===== config.mk =====
export PLATFORM = sky130hd
export DESIGN_NAME = shadow_writer
export DESIGN_NICKNAME = d
export VERILOG_FILES = /design/src/rtl/shadow_writer.sv
export SDC_FILE = /design/constraint.sdc
export NUM_CORES = 1
export LEC_CHECK = 0
export BUFFER_PORTS_ARGS = -buffer_cell sky130_fd_sc_hd__buf_2
export CORE_UTILIZATION = 45
export DETAILED_ROUTE_END_ITERATION = 8
export PLACE_DENSITY = 0.62
export SETUP_SLACK_MARGIN = 0.4
export SYNTH_ARGS = -nofsm -noshare
export SYNTH_HDL_FRONTEND = slang
export SYNTH_SLANG_ARGS = --single-unit

===== constraint.sdc =====
create_clock -name clk_sys -period 7.33 [get_ports clk_sys]
set_clock_uncertainty 0.15 [all_clocks]
set_input_delay 0.733 -clock clk_sys [delete_from_list [all_inputs] [get_ports clk_sys]]
set_output_delay 0.733 -clock clk_sys [all_outputs]
set_load 0.005 [all_outputs]

===== src/rtl/shadow_writer.sv =====
// shadow_writer: snoops CPU writes to fast RAM banks $00/$01. Writes that
// land in an enabled shadowed video region go into a small FIFO. The FIFO
// replays them into slow RAM banks $E0/$E1, one entry per 1 MHz slow_ce pulse.
//
// Optional feature: SHADOW_COALESCE_EN. When it is defined, a hit to the same
// {bank[0],addr} as the current tail entry overwrites that entry's data in
// place. This only applies when the tail entry is not being popped in the same
// cycle.
//
// Ports:
//   clk_sys   system clock, rising edge
//   reset_n   asynchronous active-low reset
//   cpu_ce    qualifies one CPU bus cycle
//   slow_ce   1 MHz drain enable
//   bank      CPU bank
//   addr      CPU address
//   dout      CPU write data
//   we        CPU write strobe
//   shadow    SHADOW register; a set bit inhibits that region
//   stall     FIFO full
//   sr_addr   slow RAM address {bank[0], addr}
//   sr_din    slow RAM write data
//   sr_we     slow RAM write strobe
//   sr_ce     slow RAM select, one clk_sys wide
//   overflow  sticky: a qualifying write was dropped
//   level     FIFO occupancy
module shadow_writer #(
  parameter int unsigned DEPTH_LOG2 = 3,
  parameter int unsigned ENTRY_W    = 25
) (
  input  logic                  clk_sys,
  input  logic                  reset_n,
  input  logic                  cpu_ce,
  input  logic                  slow_ce,
  input  logic [7:0]            bank,
  input  logic [15:0]           addr,
  input  logic [7:0]            dout,
  input  logic                  we,
  input  logic [7:0]            shadow,
  output logic                  stall,
  output logic [16:0]           sr_addr,
  output logic [7:0]            sr_din,
  output logic                  sr_we,
  output logic                  sr_ce,
  output logic                  overflow,
  output logic [DEPTH_LOG2:0]   level
);

  localparam int unsigned DEPTH = 1 << DEPTH_LOG2;
  localparam int unsigned LVL_W = DEPTH_LOG2 + 1;
  localparam logic [LVL_W-1:0] FULL_LVL = LVL_W'(DEPTH);
  localparam logic [LVL_W-1:0] ONE_LVL  = LVL_W'(1);

  logic [ENTRY_W-1:0]    mem [DEPTH];
  logic [DEPTH_LOG2-1:0] wr_ptr;
  logic [DEPTH_LOG2-1:0] rd_ptr;
  logic [LVL_W-1:0]      level_nxt;

  logic b;
  logic bank_ok;
  logic text1, text2, hgr1, hgr2, shr;
  logic hit;
  logic pop;
  logic push;
  logic drop;
  logic tail_hit;
  logic [ENTRY_W-1:0] entry_in;

  // Bits 7:6 of SHADOW have no meaning here.
  logic unused_shadow;
  assign unused_shadow = &{1'b0, shadow[7:6]};

  // Region decode. The hires pages in bank $01 are also gated by shadow[4].
  assign b       = bank[0];
  assign bank_ok = (bank[7:1] == 7'd0);
  assign text1   = (addr[15:10] == 6'h01) & ~shadow[0];
  assign text2   = (addr[15:10] == 6'h02) & ~shadow[5];
  assign hgr1    = (addr[15:13] == 3'h1) & ~shadow[1] & (~b | ~shadow[4]);
  assign hgr2    = (addr[15:13] == 3'h2) & ~shadow[2] & (~b | ~shadow[4]);
  assign shr     = b & (addr >= 16'h2000) & (addr <= 16'h9FFF) & ~shadow[3];
  assign hit     = cpu_ce & we & bank_ok & (text1 | text2 | hgr1 | hgr2 | shr);

  assign entry_in = {b, addr, dout};
  assign pop      = slow_ce & (level != '0);

`ifdef SHADOW_COALESCE_EN
  logic [DEPTH_LOG2-1:0] tail_ptr;
  assign tail_ptr = wr_ptr - DEPTH_LOG2'(1);
  // Merge into the tail only if that entry is not leaving the FIFO this cycle.
  assign tail_hit = hit & (level != '0)
                  & (mem[tail_ptr][ENTRY_W-1:8] == {b, addr})
                  & ~(pop & (level == ONE_LVL));
`else
  assign tail_hit = 1'b0;
`endif

  // A full FIFO still accepts a write when a pop frees a slot in the same cycle.
  assign push = hit & ~tail_hit & ((level != FULL_LVL) | pop);
  assign drop = hit & ~tail_hit & (level == FULL_LVL) & ~pop;

  // Next occupancy.
  always_comb begin
    level_nxt = level;
    case ({push, pop})
      2'b10:   level_nxt = level + ONE_LVL;
      2'b01:   level_nxt = level - ONE_LVL;
      default: level_nxt = level;
    endcase
  end

  // FIFO storage. It has no reset; level and the pointers define validity.
  always_ff @(posedge clk_sys) begin
    if (push) begin
      mem[wr_ptr] <= entry_in;
    end
`ifdef SHADOW_COALESCE_EN
    else if (tail_hit) begin
      mem[tail_ptr][7:0] <= dout;
    end
`endif
  end

  // Pointers, occupancy, flags and the registered slow RAM port.
  always_ff @(posedge clk_sys or negedge reset_n) begin
    if (!reset_n) begin
      wr_ptr   <= '0;
      rd_ptr   <= '0;
      level    <= '0;
      stall    <= 1'b0;
      overflow <= 1'b0;
      sr_ce    <= 1'b0;
      sr_we    <= 1'b0;
      sr_addr  <= '0;
      sr_din   <= '0;
    end else begin
      if (push) wr_ptr <= wr_ptr + DEPTH_LOG2'(1);
      if (pop)  rd_ptr <= rd_ptr + DEPTH_LOG2'(1);
      level    <= level_nxt;
      stall    <= (level_nxt == FULL_LVL);
      if (drop) overflow <= 1'b1;
      sr_ce    <= pop;
      sr_we    <= pop;
      if (pop) begin
        sr_addr <= mem[rd_ptr][ENTRY_W-1:8];
        sr_din  <= mem[rd_ptr][7:0];
      end
    end
  end

endmodule


==> out/metrics.yaml <==
layout:
  final_cell_mix: "200 x edfxtp_1, 75 x buf_2, 50 x mux4_2"
  nets: 603
  diodes: 0
  area_delta_synth_final_pct: 16.8
  drive_gt1_share_pct: 33.2
  final_common_cell: "edfxtp_1"
  instances_no_fill: 835
worst_setup_path:
  endpoint_kind: "flop"
  path_max_fanout: 25
  arrival_ns: 3.31
  crit_slowest_cell: "or4_1"
  worst_path_largest_cell_delay_ns: 0.52
  path_cells: "buf_2 -> or4_1 -> or4_4 -> a31oi_4 -> nand2b_1 -> or2_4 -> nor3_4 -> buf_4"
  start_kind: "primary input"
  critPathTopFamily: "simple AND/OR/NAND/NOR gates"
  worst-path-buf-inv: 2
  required_ns: 7.33
  timing_worst_setup_path_type: "in2reg"
pwr:
  power_density_nw_per_um2: 342
  p_leak_nw: 3.76
  p_total_mw: 3.66
  ir_drop_mv: 0.200
place:
  io_buffers: 75
  dpl_worst_slack_ns: 3.48
  place.gp.congestion: 0.686
  dp_hpwl_mm: 9.52
  placedCellCount: 791
timing:
  max_freq_mhz: 303
  worst_slack_ns: 4.02
  finalHoldViolations: 0
  rsz0062_at_grt: "no"
  finalSetupTns_ns: 0
  fin_crit_ns: 3.31
  slew_viol_final: 0
  tightest_slew_ns: 1.05
  finalSetupViolCount: 0
  maxSlewHeadroom_pct: 29.7
  post-route-period-util_pct: 45.1
clocking:
  numCtsBuffers: 25
  htree_levels: 1
  cts.sinks: 238
  postCtsHoldBufs: 0
  clock_path_buffers: 3
  post_cts_buffers: 0
  post_cts_resize_count: 0
  cts_tree: "built"
  clockRootBuffer: "clkbuf_16"
  clk-insertion-delay-late_ns: 0.50
  clkSlewWorstSetupHoldPaths_ns: 0.06
logic_synthesis:
  synthMuxAreaShare_pct: 15.6
  yosys.area_share.adder_pct: 0.764
  synth_cells: 458
  ys_async_sr_fraction_pct: 16.0
  synth_compound_area_share_pct: 2.33
  post_synth_and_or_nand_nor_area_fraction_pct: 3.51
  synth_cell_types: 35
  synth_fp_nets: 508
  synth_edf_count: 200
  synth_seq_area_share_pct: 75.8
  syn-cell-area_um2: 9170
  avgSynthCellArea_um2: 20.0
  yosysWarnings: 0
  synth_top_family_by_area: "multiplexers"
  synth_top_cell_by_area: "edfxtp_1"
  synth_top_area_share_pct: 65.5
  synth_ff_type: "edfxtp_1"
  synth_xor_area_share_pct: 0.573
  yosys-top-cells-area: "edfxtp_1 65%, mux4_2 12%, dfrtp_1 10%"
  ys_ff_latch: 238
global_route:
  grt_pass1_vias: 4613
  grt_max_degree: 56
  overflow: 0
  antenna_found_initial: 0
  grt_pass1_wl_mm: 26.0
  grt_use_total_pct: 17.1
floorplanning:
  rows: 51
  die_h_um: 145
  die_w_um: 145
  num_io_pins: 78
  dieArea_um2: 21000
  start_util_pct: 46.5
  design.core.area_um2: 19700
status:
  status: "finished, final reports clean"
routing:
  vias: 4406
  ant_nets: 0
  avgViaCountPerCell: 5.28
  totalWireLength_mm: 16.7
  drc: 0
  wl_per_cell_um: 20.0
  firstDrtPassIters: 4
  drt_iter0_drc: 267
flow_run:
  timing.max_cap.violations: 0
worst_hold_path:
  hp-class: "in2async"
## cell families (layout without fill, tap and decap cells)
group | after synthesis | count (layout)
AOI/OAI and AO/OA | 36 | 36
xor gates and xnor gates | 6 | 6
adders and majority gates | 5 | 5
buffers and inverters | 29 | 141
DFF | 238 | 238
muxes | 80 | 80
and+or+nand+nor | 64 | 64
## cell type report
type	count	area (um^2)
clock buffer	35	683
clock inverter	9	92.6
fill	1563	9010
inverter	7	26.3
multi-input combinational	191	2130
sequential	238	6960
tap	265	332
timing repair buffer	90	488
## power by group
group | switching [mW] | total [mW] | internal (mW)
clock | 0.472 | 1.19 | 0.716
sequential | 0.141 | 1.70 | 1.56
combinational | 0.335 | 0.771 | 0.436
## stage by stage
| stage | instance area, um^2 | hold WS, ns | utilization (%) |
|---|---|---|---|
| 4_1_cts | 10700 | 0.295 | 54.3 |
| 5_1_grt | 10700 | 0.345 | 54.3 |
| 3_5_place_dp | 9930 | 0.314 | 50.4 |
| 3_3_place_gp | 9930 | 0.299 | 50.4 |
| 6_report | 10700 | 0.258 | 54.3 |
| 2_1_floorplan | 9170 | 0.287 | - |
## worst paths after layout
check | slack, ns | start | cells after the start | endpoint
worst max-delay path | 4.02 | bank[1] | 8 | mem[4][9]
worst min-delay path | 0.26 | reset_n | 1 | overflow
min in group clk_sys | 0.32 | sr_din[7] | 2 | sr_din[7]
worst max register to register | 4.22 | level[0] | 10 | stall
worst min register to register | 0.32 | sr_din[7] | 2 | sr_din[7]
max in group asynchronous | 6.03 | reset_n | 1 | rd_ptr[0]
## cells in the mapped netlist, types with 2 or more instances
cell,count
edfxtp_1,200
mux4_2,50
dfrtp_1,38
nand2_1,32
o21ai_0,29
mux2i_1,28
clkbuf_1,13
inv_1,7
nor2_1,7
xnor2_1,6
nor3_1,5
nor3b_1,5
buf_2,4
ha_1,4
a21oi_1,3
buf_1,3
nand2b_1,3
or3_1,3
nor4_1,2
## state kept, by name, indices dropped and copies added, names as in the netlist
signal	flops
stall	1
level	4
sr_ce	1
sr_addr	17
wr_ptr	3
sr_din	8
overflow	1
rd_ptr	3
mem	200
## metal layers
metal | vias up | GRT usage [%] | routed length, um | part of all wire (%)
met1 | 2287 | 21.3 | 7020 | 42
met3 | 26 | 3.16 | 608 | 3.6
met5 | - | 0 | 0 | 0
li1 | 2014 | - | - | -
met4 | 0 | 4.93 | 365 | 2.2
met2 | 79 | 30.5 | 8680 | 52
Power figures use the tool's default switching activity.
